==> src/rtl/msrv32_pkg.sv <==
`default_nettype none
// +------------------------------------------------------------------+
// | msrv32_pkg                                                       |
// | Shared constants and types for the msrv32 multiply/divide unit.  |
// | Revision: 1.0                                                    |
// +------------------------------------------------------------------+
package msrv32_pkg;

  localparam int XLEN        = 32;
  localparam int MULDIV_ITER = 32;

  localparam logic [2:0] FUNCT3_MUL    = 3'b000;
  localparam logic [2:0] FUNCT3_MULH   = 3'b001;
  localparam logic [2:0] FUNCT3_MULHSU = 3'b010;
  localparam logic [2:0] FUNCT3_MULHU  = 3'b011;
  localparam logic [2:0] FUNCT3_DIV    = 3'b100;
  localparam logic [2:0] FUNCT3_DIVU   = 3'b101;
  localparam logic [2:0] FUNCT3_REM    = 3'b110;
  localparam logic [2:0] FUNCT3_REMU   = 3'b111;

  typedef enum logic [1:0] {
    MULDIV_IDLE = 2'b00,
    MULDIV_CALC = 2'b01,
    MULDIV_DONE = 2'b10
  } muldiv_state_e;

endpackage
`default_nettype wire

==> src/rtl/msrv32_muldiv_unit_if.sv <==
`default_nettype none
// +------------------------------------------------------------------+
// | msrv32_muldiv_unit_if                                            |
// | Request/result bundle between the pipeline and the M-unit.       |
// | Revision: 1.0                                                    |
// +------------------------------------------------------------------+
interface msrv32_muldiv_unit_if;

  logic                           start_in;
  logic [2:0]                     funct3_in;
  logic [msrv32_pkg::XLEN-1:0]    rs_1_in;
  logic [msrv32_pkg::XLEN-1:0]    rs_2_in;
  logic [4:0]                     rd_addr_in;
  logic                           flush_in;
  logic                           busy_out;
  logic                           done_out;
  logic [msrv32_pkg::XLEN-1:0]    result_out;
  logic [4:0]                     rd_addr_out;

  modport master (
    output start_in, funct3_in, rs_1_in, rs_2_in, rd_addr_in, flush_in,
    input  busy_out, done_out, result_out, rd_addr_out
  );

  modport slave (
    input  start_in, funct3_in, rs_1_in, rs_2_in, rd_addr_in, flush_in,
    output busy_out, done_out, result_out, rd_addr_out
  );

endinterface
`default_nettype wire

==> src/rtl/msrv32_muldiv_unit.sv <==
`default_nettype none
// +------------------------------------------------------------------+
// | msrv32_muldiv_unit                                               |
// | Iterative RV32M unit: radix-2 shift-add multiply and restoring   |
// | divide on operand magnitudes, sign fixed up on the last step.    |
// | Revision: 1.0                                                    |
// +------------------------------------------------------------------+
module msrv32_muldiv_unit
  import msrv32_pkg::*;
(
  input  logic                  clk_in,
  input  logic                  reset_in,
  msrv32_muldiv_unit_if.slave   muldiv
);

  muldiv_state_e         r_state;
  muldiv_state_e         w_state_next;

  logic [2:0]            r_funct3;
  logic                  r_sign1;
  logic                  r_sign2;
  logic [XLEN-1:0]       r_operand;
  logic [2*XLEN-1:0]     r_acc;
  logic [4:0]            r_count;
  logic                  r_busy;
  logic                  r_done;
  logic [XLEN-1:0]       r_result;
  logic [4:0]            r_rd_addr;

  logic                  w_start;
  logic                  w_in_div;
  logic                  w_in_signed1;
  logic                  w_in_signed2;
  logic                  w_in_neg1;
  logic                  w_in_neg2;
  logic [XLEN-1:0]       w_in_mag1;
  logic [XLEN-1:0]       w_in_mag2;
  logic                  w_div_zero;
  logic                  w_div_ovf;
  logic                  w_fast;
  logic [XLEN-1:0]       w_fast_result;

  logic [XLEN:0]         w_mul_sum;
  logic [2*XLEN-1:0]     w_mul_next;
  logic [XLEN:0]         w_rem_shift;
  logic [XLEN:0]         w_rem_diff;
  logic [2*XLEN-1:0]     w_div_next;
  logic [2*XLEN-1:0]     w_acc_next;
  logic                  w_last;

  logic                  w_neg_res;
  logic [2*XLEN-1:0]     w_product;
  logic [XLEN-1:0]       w_quot;
  logic [XLEN-1:0]       w_rem;
  logic [XLEN-1:0]       w_final;

  // ---------------- request decode ----------------
  assign w_start      = (r_state == MULDIV_IDLE) && muldiv.start_in && !muldiv.flush_in;
  assign w_in_div     = muldiv.funct3_in[2];
  assign w_in_signed1 = (muldiv.funct3_in == FUNCT3_MULH) || (muldiv.funct3_in == FUNCT3_MULHSU) ||
                        (muldiv.funct3_in == FUNCT3_DIV)  || (muldiv.funct3_in == FUNCT3_REM);
  assign w_in_signed2 = (muldiv.funct3_in == FUNCT3_MULH) || (muldiv.funct3_in == FUNCT3_DIV) ||
                        (muldiv.funct3_in == FUNCT3_REM);
  assign w_in_neg1    = w_in_signed1 && muldiv.rs_1_in[XLEN-1];
  assign w_in_neg2    = w_in_signed2 && muldiv.rs_2_in[XLEN-1];
  assign w_in_mag1    = w_in_neg1 ? (-muldiv.rs_1_in) : muldiv.rs_1_in;
  assign w_in_mag2    = w_in_neg2 ? (-muldiv.rs_2_in) : muldiv.rs_2_in;

  assign w_div_zero   = w_in_div && (muldiv.rs_2_in == '0);
  assign w_div_ovf    = ((muldiv.funct3_in == FUNCT3_DIV) || (muldiv.funct3_in == FUNCT3_REM)) &&
                        (muldiv.rs_1_in == {1'b1, {(XLEN-1){1'b0}}}) &&
                        (muldiv.rs_2_in == '1);
  assign w_fast       = w_div_zero || w_div_ovf;

  // funct3[1] separates remainder from quotient among the divides
  always_comb begin
    w_fast_result = '0;
    if (w_div_zero) begin
      w_fast_result = muldiv.funct3_in[1] ? muldiv.rs_1_in : '1;
    end else begin
      w_fast_result = muldiv.funct3_in[1] ? '0 : {1'b1, {(XLEN-1){1'b0}}};
    end
  end

  // ---------------- iteration datapath ----------------
  // Multiply: r_acc = {partial product high, multiplier shifting out}.
  assign w_mul_sum   = {1'b0, r_acc[2*XLEN-1:XLEN]} + (r_acc[0] ? {1'b0, r_operand} : '0);
  assign w_mul_next  = {w_mul_sum, r_acc[XLEN-1:1]};

  // Divide: r_acc = {partial remainder, dividend bits shifting into quotient}.
  assign w_rem_shift = r_acc[2*XLEN-2:XLEN-1];
  assign w_rem_diff  = w_rem_shift - {1'b0, r_operand};
  assign w_div_next  = w_rem_diff[XLEN] ?
                       {w_rem_shift[XLEN-1:0], r_acc[XLEN-2:0], 1'b0} :
                       {w_rem_diff[XLEN-1:0],  r_acc[XLEN-2:0], 1'b1};

  assign w_acc_next  = r_funct3[2] ? w_div_next : w_mul_next;
  assign w_last      = (r_count == 5'(MULDIV_ITER - 1));

  // ---------------- sign correction and result select ----------------
  assign w_neg_res   = r_sign1 ^ r_sign2;
  assign w_product   = w_neg_res ? (-w_acc_next) : w_acc_next;
  assign w_quot      = w_neg_res ? (-w_acc_next[XLEN-1:0]) : w_acc_next[XLEN-1:0];
  assign w_rem       = r_sign1 ? (-w_acc_next[2*XLEN-1:XLEN]) : w_acc_next[2*XLEN-1:XLEN];

  always_comb begin
    w_final = '0;
    case (r_funct3)
      FUNCT3_MUL:                             w_final = w_product[XLEN-1:0];
      FUNCT3_MULH, FUNCT3_MULHSU, FUNCT3_MULHU: w_final = w_product[2*XLEN-1:XLEN];
      FUNCT3_DIV, FUNCT3_DIVU:                w_final = w_quot;
      default:                                w_final = w_rem;
    endcase
  end

  // ---------------- control FSM ----------------
  always_ff @(posedge clk_in) begin
    if (reset_in) begin
      r_state <= MULDIV_IDLE;
    end else begin
      r_state <= w_state_next;
    end
  end

  always_comb begin
    w_state_next = r_state;
    if (muldiv.flush_in) begin
      w_state_next = MULDIV_IDLE;
    end else begin
      case (r_state)
        MULDIV_IDLE: begin
          if (muldiv.start_in) begin
            w_state_next = w_fast ? MULDIV_DONE : MULDIV_CALC;
          end
        end
        MULDIV_CALC: begin
          if (w_last) begin
            w_state_next = MULDIV_DONE;
          end
        end
        MULDIV_DONE: w_state_next = MULDIV_IDLE;
        default:     w_state_next = MULDIV_IDLE;
      endcase
    end
  end

  // ---------------- registered datapath and outputs ----------------
  always_ff @(posedge clk_in) begin
    if (reset_in) begin
      r_funct3  <= '0;
      r_sign1   <= 1'b0;
      r_sign2   <= 1'b0;
      r_operand <= '0;
      r_acc     <= '0;
      r_count   <= '0;
      r_busy    <= 1'b0;
      r_done    <= 1'b0;
      r_result  <= '0;
      r_rd_addr <= '0;
    end else begin
      r_busy <= (w_state_next != MULDIV_IDLE);
      r_done <= (w_state_next == MULDIV_DONE);
      if (w_start) begin
        r_funct3  <= muldiv.funct3_in;
        r_rd_addr <= muldiv.rd_addr_in;
        r_sign1   <= w_in_neg1;
        r_sign2   <= w_in_neg2;
        r_count   <= '0;
        // The operand that stays put is the addend (mul) or the divisor (div).
        r_operand <= w_in_div ? w_in_mag2 : w_in_mag1;
        r_acc     <= w_in_div ? {{XLEN{1'b0}}, w_in_mag1} : {{XLEN{1'b0}}, w_in_mag2};
        if (w_fast) begin
          r_result <= w_fast_result;
        end
      end else if ((r_state == MULDIV_CALC) && !muldiv.flush_in) begin
        r_acc   <= w_acc_next;
        r_count <= 5'(r_count + 5'd1);
        if (w_last) begin
          r_result <= w_final;
        end
      end
    end
  end

  assign muldiv.busy_out    = r_busy;
  assign muldiv.done_out    = r_done;
  assign muldiv.result_out  = r_result;
  assign muldiv.rd_addr_out = r_rd_addr;

endmodule
`default_nettype wire

==> src/flat_wrapper.sv <==
// flat-port wrapper written by rule: the top's interface ports become plain ports
module msrv32_muldiv_unit_flat import msrv32_pkg::*;
  (clk_in, reset_in, muldiv_start_in, muldiv_funct3_in, muldiv_rs_1_in, muldiv_rs_2_in, muldiv_rd_addr_in, muldiv_flush_in, muldiv_busy_out, muldiv_done_out, muldiv_result_out, muldiv_rd_addr_out);
  msrv32_muldiv_unit_if muldiv_i ();
  input  logic clk_in;
  input  logic reset_in;
  input wire logic [$bits(muldiv_i.start_in)-1:0] muldiv_start_in;
  input wire logic [$bits(muldiv_i.funct3_in)-1:0] muldiv_funct3_in;
  input wire logic [$bits(muldiv_i.rs_1_in)-1:0] muldiv_rs_1_in;
  input wire logic [$bits(muldiv_i.rs_2_in)-1:0] muldiv_rs_2_in;
  input wire logic [$bits(muldiv_i.rd_addr_in)-1:0] muldiv_rd_addr_in;
  input wire logic [$bits(muldiv_i.flush_in)-1:0] muldiv_flush_in;
  output wire logic [$bits(muldiv_i.busy_out)-1:0] muldiv_busy_out;
  output wire logic [$bits(muldiv_i.done_out)-1:0] muldiv_done_out;
  output wire logic [$bits(muldiv_i.result_out)-1:0] muldiv_result_out;
  output wire logic [$bits(muldiv_i.rd_addr_out)-1:0] muldiv_rd_addr_out;
  assign muldiv_i.start_in = muldiv_start_in;
  assign muldiv_i.funct3_in = muldiv_funct3_in;
  assign muldiv_i.rs_1_in = muldiv_rs_1_in;
  assign muldiv_i.rs_2_in = muldiv_rs_2_in;
  assign muldiv_i.rd_addr_in = muldiv_rd_addr_in;
  assign muldiv_i.flush_in = muldiv_flush_in;
  assign muldiv_busy_out = muldiv_i.busy_out;
  assign muldiv_done_out = muldiv_i.done_out;
  assign muldiv_result_out = muldiv_i.result_out;
  assign muldiv_rd_addr_out = muldiv_i.rd_addr_out;
  msrv32_muldiv_unit u_core (.clk_in(clk_in), .reset_in(reset_in), .muldiv(muldiv_i));
endmodule
==> config.mk <==
export PLATFORM = sky130hd
export DESIGN_NAME = msrv32_muldiv_unit_flat
export DESIGN_NICKNAME = d
export VERILOG_FILES = /design/src/rtl/msrv32_pkg.sv /design/src/rtl/msrv32_muldiv_unit_if.sv /design/src/rtl/msrv32_muldiv_unit.sv /design/src/flat_wrapper.sv
export SDC_FILE = /design/constraint.sdc
export NUM_CORES = 1
export LEC_CHECK = 0
export CAP_MARGIN = 40
export CORE_MARGIN = 4
export CORE_UTILIZATION = 50
export CTS_BUF_LIST = sky130_fd_sc_hd__clkbuf_4 sky130_fd_sc_hd__clkbuf_8
export CTS_CLUSTER_DIAMETER = 100
export DETAILED_ROUTE_END_ITERATION = 6
export PLACE_DENSITY = 0.72
export SYNTH_ARGS = -nofsm -noshare
export SYNTH_HDL_FRONTEND = slang
export SYNTH_SLANG_ARGS = --single-unit
==> constraint.sdc <==
create_clock -name clk_in -period 4.7 [get_ports clk_in]
set_input_delay 0.94 -clock clk_in [delete_from_list [all_inputs] [get_ports clk_in]]
set_output_delay 0.94 -clock clk_in [all_outputs]
set_load 0.02 [all_outputs]
# Word-level counts from Yosys, hierarchy flattened
# Index checks and enable logic that the tools add are counted.
# op_classes
n_addsub	8
n_mul	0
div_mod_pow	0
order_cmp	0
n_eq_ne	15
shift	0
n_mux	25
bitwise	1
reduce_logical	26
# op_table
op	count
two-way mux 32 bit	14
two-way mux 64 bit	5
negation 32 bit	4
case mux 32 bit (3 select lines)	1
equality test 32 bit, second input constant	2
negation 64 bit	1
adder 32 x 33 -> 33 bit	1
subtractor 32 x 32 -> 33 bit	1
logical NOT 32 bit	1
equality test 3 bit, second input constant	4
equality test 3 x 2 -> 1 bit, second input constant	3
logical AND 1 bit	8
two-way mux 2 bit	4
logical OR 1 bit	7
equality test 3 x 1 -> 1 bit, second input constant	2
nonzero test 2 bit	3
adder 5 x 1 -> 5 bit, second input constant	1
equality test 5 bit, second input constant	1
case mux 2 bit (2 select lines)	1
OR reduction 2 bit	2
logical NOT 3 bit	1
AND reduction 3 bit	1
OR reduction 3 bit	1
equality test 2 x 1 -> 1 bit, second input constant	1
5 further kinds	5
# totals
ff_bits	147
latchBits	0
ramBits	0
rom_bits	0
in_bits	76
output_inout_bits	39
elab_cells	86
memories	0

# Longest topological paths before layout
# logic_depth
depth_word	10
depth_mapped	21
ltp_nobuf	20

# Worst setup path after synthesis
# Ideal clock, no wire load.
# synth_timing
path_kind	register -> register
startpoint	register u_core.r_operand[9]
endpoint	register u_core.r_result[18], in the netlist u_core.muldiv.result_out[18]
setup_ns	0.136
arrival_time_ns	4.400
required_ns	4.564
slack_ns	0.164
stages_incl_launch_ff	21
n_path_buf	1
period_less_slack_ns	4.536
path_cell_list	dfxtp_1 inv_1 ha_1 a211oi_2 nor2_1 or3_1 o211ai_2 buf_4 a31o_2 ha_1 o21ai_0 nor4_1 and4bb_2 nand2_1 nor2_1 nand2_1 o41ai_1 xor2_1 o221ai_1 o211ai_1 a31oi_1
# synth_via
elab_chain_cells	9
word_cells_on_any_way	15
cone_classes	add/sub (5); mux (10)
# synth_lines
element	line	source
start, declared	msrv32_muldiv_unit.sv:22	logic [XLEN-1:0] r_operand;
start signal, assigned	msrv32_muldiv_unit.sv:170	r_operand <= w_in_div ? w_in_mag2 : w_in_mag1;
two-way mux 32 bit / subtractor 32 x 32 -> 33 bit (equally long branches)	msrv32_muldiv_unit.sv:87, msrv32_muldiv_unit.sv:92	
adder 32 x 33 -> 33 bit / two-way mux 64 bit (equally long branches)	msrv32_muldiv_unit.sv:87, msrv32_muldiv_unit.sv:93	
two-way mux 64 bit (*)	msrv32_muldiv_unit.sv:97	assign w_acc_next = r_funct3[2] ? w_div_next : w_mul_next;
negation 64 bit (tied with other cells)	msrv32_muldiv_unit.sv:102	assign w_product = w_neg_res ? (-w_acc_next) : w_acc_next;
two-way mux 64 bit (tied with other cells)	msrv32_muldiv_unit.sv:102	
case mux 32 bit (3 select lines) (*)	msrv32_muldiv_unit.sv:108	case (r_funct3)
two-way mux 32 bit (*)	msrv32_muldiv_unit.sv:178	if (w_last) begin
two-way mux 32 bit (*)	msrv32_muldiv_unit.sv:175	end else if ((r_state == MULDIV_CALC) && !muldiv.flush_in) begin
two-way mux 32 bit (*)	msrv32_muldiv_unit.sv:163	if (w_start) begin
end signal, assigned	msrv32_muldiv_unit.sv:173	r_result <= w_fast_result;
end signal, assigned	msrv32_muldiv_unit.sv:179	r_result <= w_final;
end, declared	msrv32_muldiv_unit.sv:27	logic [XLEN-1:0] r_result;
# Every way passes the cells marked *; elsewhere a longest branch is shown, timed or not. The select of a mux whose other input is x is not followed.
# A chain may end at the register's enable or synchronous reset.

# Final worst setup path
# layout_timing
startpoint	register u_core.r_acc[58]
endpoint	register u_core.r_result[21], in the netlist u_core.muldiv.result_out[21]
# layout_via
elab_chain_cells	9
word_cells_on_any_way	13
cone_classes	add/sub (4); mux (9)
# layout_lines
element	line	source
start, declared	msrv32_muldiv_unit.sv:23	logic [2*XLEN-1:0] r_acc;
start signal, assigned	msrv32_muldiv_unit.sv:171	r_acc <= w_in_div ? {{XLEN{1'b0}}, w_in_mag1} : {{XLEN{1'b0}}, w_in_mag2};
start signal, assigned	msrv32_muldiv_unit.sv:176	r_acc <= w_acc_next;
subtractor 32 x 32 -> 33 bit (*)	msrv32_muldiv_unit.sv:92	assign w_rem_diff = w_rem_shift - {1'b0, r_operand};
two-way mux 64 bit (*)	msrv32_muldiv_unit.sv:93	assign w_div_next = w_rem_diff[XLEN] ?
two-way mux 64 bit (*)	msrv32_muldiv_unit.sv:97	
negation 64 bit (tied with other cells)	msrv32_muldiv_unit.sv:102	
two-way mux 64 bit (tied with other cells)	msrv32_muldiv_unit.sv:102	
case mux 32 bit (3 select lines) (*)	msrv32_muldiv_unit.sv:108	
two-way mux 32 bit (*)	msrv32_muldiv_unit.sv:178	
two-way mux 32 bit (*)	msrv32_muldiv_unit.sv:175	
two-way mux 32 bit (*)	msrv32_muldiv_unit.sv:163	
# Marks and branches as above.

==> results.md <==
- Mapped cell area: 16000 µm²
- Max_cap viols: 0
- Gr usage total: 39.0%
- Clk_lat worst skew: 0.48 ns
- Class of the worst hold path: reg2reg
- H-Tree Depth: 4
- Clk_skew: 0.0216 ns
- Inserted Clock Buffers: 17
- Post-synthesis adder-cell area fraction: 5.82%
- Initial drt markers: 2341
- Total core area: 31600 µm²
- CTS Hold Buffers Added: 0
- Post-synthesis mux area share: 3.38%
- Most frequent cells after synthesis: 271 x nand2_1, 224 x nor2_1, 215 x a21oi_1
- Worst slew pin tran: 0.896 ns
- Startpoint types: register
- DIE HEIGHT: 187 µm
- First-pass GRT wire length: 108 mm
- Setup CP Type: reg2reg
- GPL Wtd Cong: 1.03
- Row cnt: 65
- Reg-to-Reg End: u_core.muldiv.result_out[21]
- Hold depth: 2
- DR vias: 19.5k
- Fmax: 217 MHz
- Worst path required time: 5.06 ns
- Final WL: 71.7 mm
- Mapped Cells: 2286
- Final period utilization: 97.9%
- Clk buf depth: 2
- Fin area: 19700 µm²
- Yosys top cell area share: 18.4%
- Syn_nets: 2435
- VDD IR max: 0.181 mV
- Count leader, synth: nand2_1
- Layout cells sized above 1: 15.6%
- Starting Density: 50.6%
- Largest family of logic cells by synthesized area: compound AO/OA/AOI/OAI gates
- Post-Synth XOR/XNOR Area: 9.00%
- Worst-path fanout max: 6
- Library cells used by synthesis: 101
- Largest net degree at the start of global routing: 80
- Final core utilization: 62.5%
- Power per cell area: 226 nW/µm²
- Min Tclk post-route: 4.60 ns
- Mean area per synthesized cell: 6.98 µm²
- FF-to-FF Start: u_core.r_acc[58]
- Synth async-reset ratio: 0%
- Worst Setup End Kind: register
- Initial antenna violation count: 0
- Post-DP HPWL: 56.9 mm
- PortBufs: 114
- #FFs+latches synth: 147
- Die ar.: 34800 µm²
- First-pass DRT Iterations: 6
- Final slew viol count: 0
- Top-Level Pins: 115
- Crit path DAT: 4.96 ns
- DRC: 0
- Worst R2R Setup Slack: 0.1 ns
- Complex-gate fraction of the synthesized area: 32.6%
- Antenna Nets Post-Route: 0
- WL/cell: 24.2 µm
- Setup violators final: 0
- Leak: 7.79 nW
- DIE WIDTH: 187 µm
- Ys flop type: dfxtp_1
- Worst-path clk slew: 0.09 ns
- Sequential area share after synthesis: 18.4%
- Fin nets: 2693
- Clock sinks: 147
- Vias in the first global route: 18.4k
- DP Area: 19100 µm²
- Slew margin rel.: 40.2%
- Vias per std cell: 6.58
- Hold Path Sink: u_core.muldiv.rd_addr_out[1]
- Reg2reg path depth: 20
- Area Growth Syn to Fin: 23.5%
- Run status: completed
- Min-Delay Startpoint: u_core.muldiv.rd_addr_out[1]
- Clock Tree Root: clkbuf_8
- Yosys warns: 0
- CTS tree: yes
- Hold Violations, Final: 0
- Grt ovf: 0
- Largest area contributor in the netlist: dfxtp_1
- Number of flops mapped to enable cells by yosys: 0
- Top cells by area, synth: dfxtp_1 18%, a21oi_1 6.7%, nand2_1 6.4%
- Post-synthesis simple-gate area fraction: 25.4%
==> cell families (layout without fill, tap and decap cells) <==
kind of cell | after synthesis | in the layout
other | 0 | 1
multiplexers | 53 | 53
XOR/XNOR | 164 | 164
AO/OA/AOI/OAI | 798 | 798
adder cells (fa/ha/maj) | 73 | 73
AND/OR/NAND/NOR | 840 | 840
flip-flops | 147 | 147
buffers and inverters | 211 | 482
==> through the flow <==
step | hold WS, ns | setup WS (ns) | power (mW) | std cells | TNS, ns
floorplan | 0.432 | 0.164 | 2.46 | 2286 | 0
global placement | 0.440 | 0.122 | 3.27 | 2920 | 0
detailed placement | 0.446 | 0.0539 | 3.29 | 2923 | 0
CTS | 0.459 | 0.0234 | 4.35 | 2955 | 0
global route | 0.475 | -0.0511 | 4.63 | 2959 | -0.204
finish | 0.458 | 0.0977 | 4.45 | 2960 | 0
==> critical path, stage by stage, from the launching register on <==
cell	delay (ns)
dfxtp_1	0.37
ha_1	0.35
buf_4	0.14
nand2_1	0.04
o21ai_0	0.48
nor3_4	0.12
o2bb2ai_4	0.20
buf_4	0.17
buf_4	0.16
buf_4	0.16
a31oi_1	0.19
a22oi_1	0.18
nor4_4	0.25
buf_4	0.21
nand4_2	0.24
o41ai_4	0.42
xor2_1	0.27
o221ai_1	0.16
o211ai_1	0.14
buf_4	0.15
a31oi_1	0.07
==> power breakdown <==
part	switching (mW)	leakage [nW]	internal (mW)
logic	1.20	6.39	0.800
registers	0.0686	1.20	1.31
clock network	0.571	0.203	0.502
total	1.84	7.79	2.61
==> sequential cells by signal (all words and copies together) (netlist names) <==
register and cells:
u_core.r_count 5, u_core.r_state 2, u_core.muldiv.busy_out 1, u_core.r_operand 32, u_core.muldiv.done_out 1, u_core.r_sign1 1
u_core.r_acc 64, u_core.r_funct3 3, u_core.muldiv.rd_addr_out 5, u_core.muldiv.result_out 32, u_core.r_sign2 1
==> repair_timing <==
action | 4_1_cts | 5_1_grt
endpoints found under the setup margin | 1 | 26
pin swaps | 0 | 9
resized for setup | 1 | 44
setup buffers | 0 | 4
==> worst max-delay path by stage <==
stage / depth (start not counted) / start / end / slack, ns
2_1_floorplan: 20 / u_core.r_operand[9] / u_core.muldiv.result_out[18] / 0.16
3_3_place_gp: 15 / muldiv_rs_2_in[7] / u_core.muldiv.result_out[10] / 0.12
3_5_place_dp: 20 / u_core.r_operand[30] / u_core.muldiv.result_out[21] / 0.05
4_1_cts: 20 / u_core.r_operand[30] / u_core.muldiv.result_out[21] / 0.02
5_1_grt: 22 / u_core.r_operand[31] / u_core.muldiv.result_out[22] / -0.05
6_report: 20 / u_core.r_acc[58] / u_core.muldiv.result_out[21] / 0.1
==> per-layer routing <==
layer | vias to the layer above | global-route usage [%] | wire, µm | part of all wire (%)
li1 | 8961 | - | - | -
met2 | 1101 | 63.3 | 32200 | 45
met4 | 0 | 20.6 | 4600 | 6.4
met3 | 266 | 9.13 | 6840 | 9.5
met5 | - | 0 | 0 | 0
met1 | 9134 | 48.1 | 28100 | 39
==> final cells by class <==
cell class	instances	area, µm²
inverters	68	255
multi-input cells	1928	12400
repair buffers	382	3220
fillers	2941	11800
clock buffers	19	255
clock inverters	13	149
diodes	1	2.50
flip-flops and latches	147	2960
well taps	402	503
==> layout by cell type (no fill, tap or decap), types with 10 or more instances in the layout <==
| cell | count |
|---|---|
| clkbuf_8 | 18 |
| nand2_1 | 270 |
| and3_1 | 13 |
| nand3_1 | 42 |
| a211oi_1 | 31 |
| a221oi_1 | 12 |
| xnor2_1 | 90 |
| o21a_1 | 14 |
| a31oi_1 | 47 |
| clkdlybuf4s50_1 | 112 |
| nor2b_1 | 13 |
| o31ai_1 | 30 |
| nand2b_1 | 18 |
| buf_4 | 260 |
| nor3_1 | 73 |
| or2_2 | 12 |
| inv_1 | 66 |
| ha_1 | 67 |
| o21ai_0 | 154 |
| nand4_1 | 31 |
| a22oi_1 | 34 |
| mux2i_1 | 46 |
| nor2_1 | 221 |
| a21o_1 | 23 |
| and2_1 | 51 |
| o211ai_1 | 89 |
| o21ai_1 | 15 |
| or3_1 | 26 |
| o221ai_1 | 10 |
| a21oi_2 | 10 |
| xor2_1 | 72 |
| dfxtp_1 | 140 |
| a21oi_1 | 207 |
| nor4_1 | 19 |
Note: power is estimated with default switching activity, not from simulation.
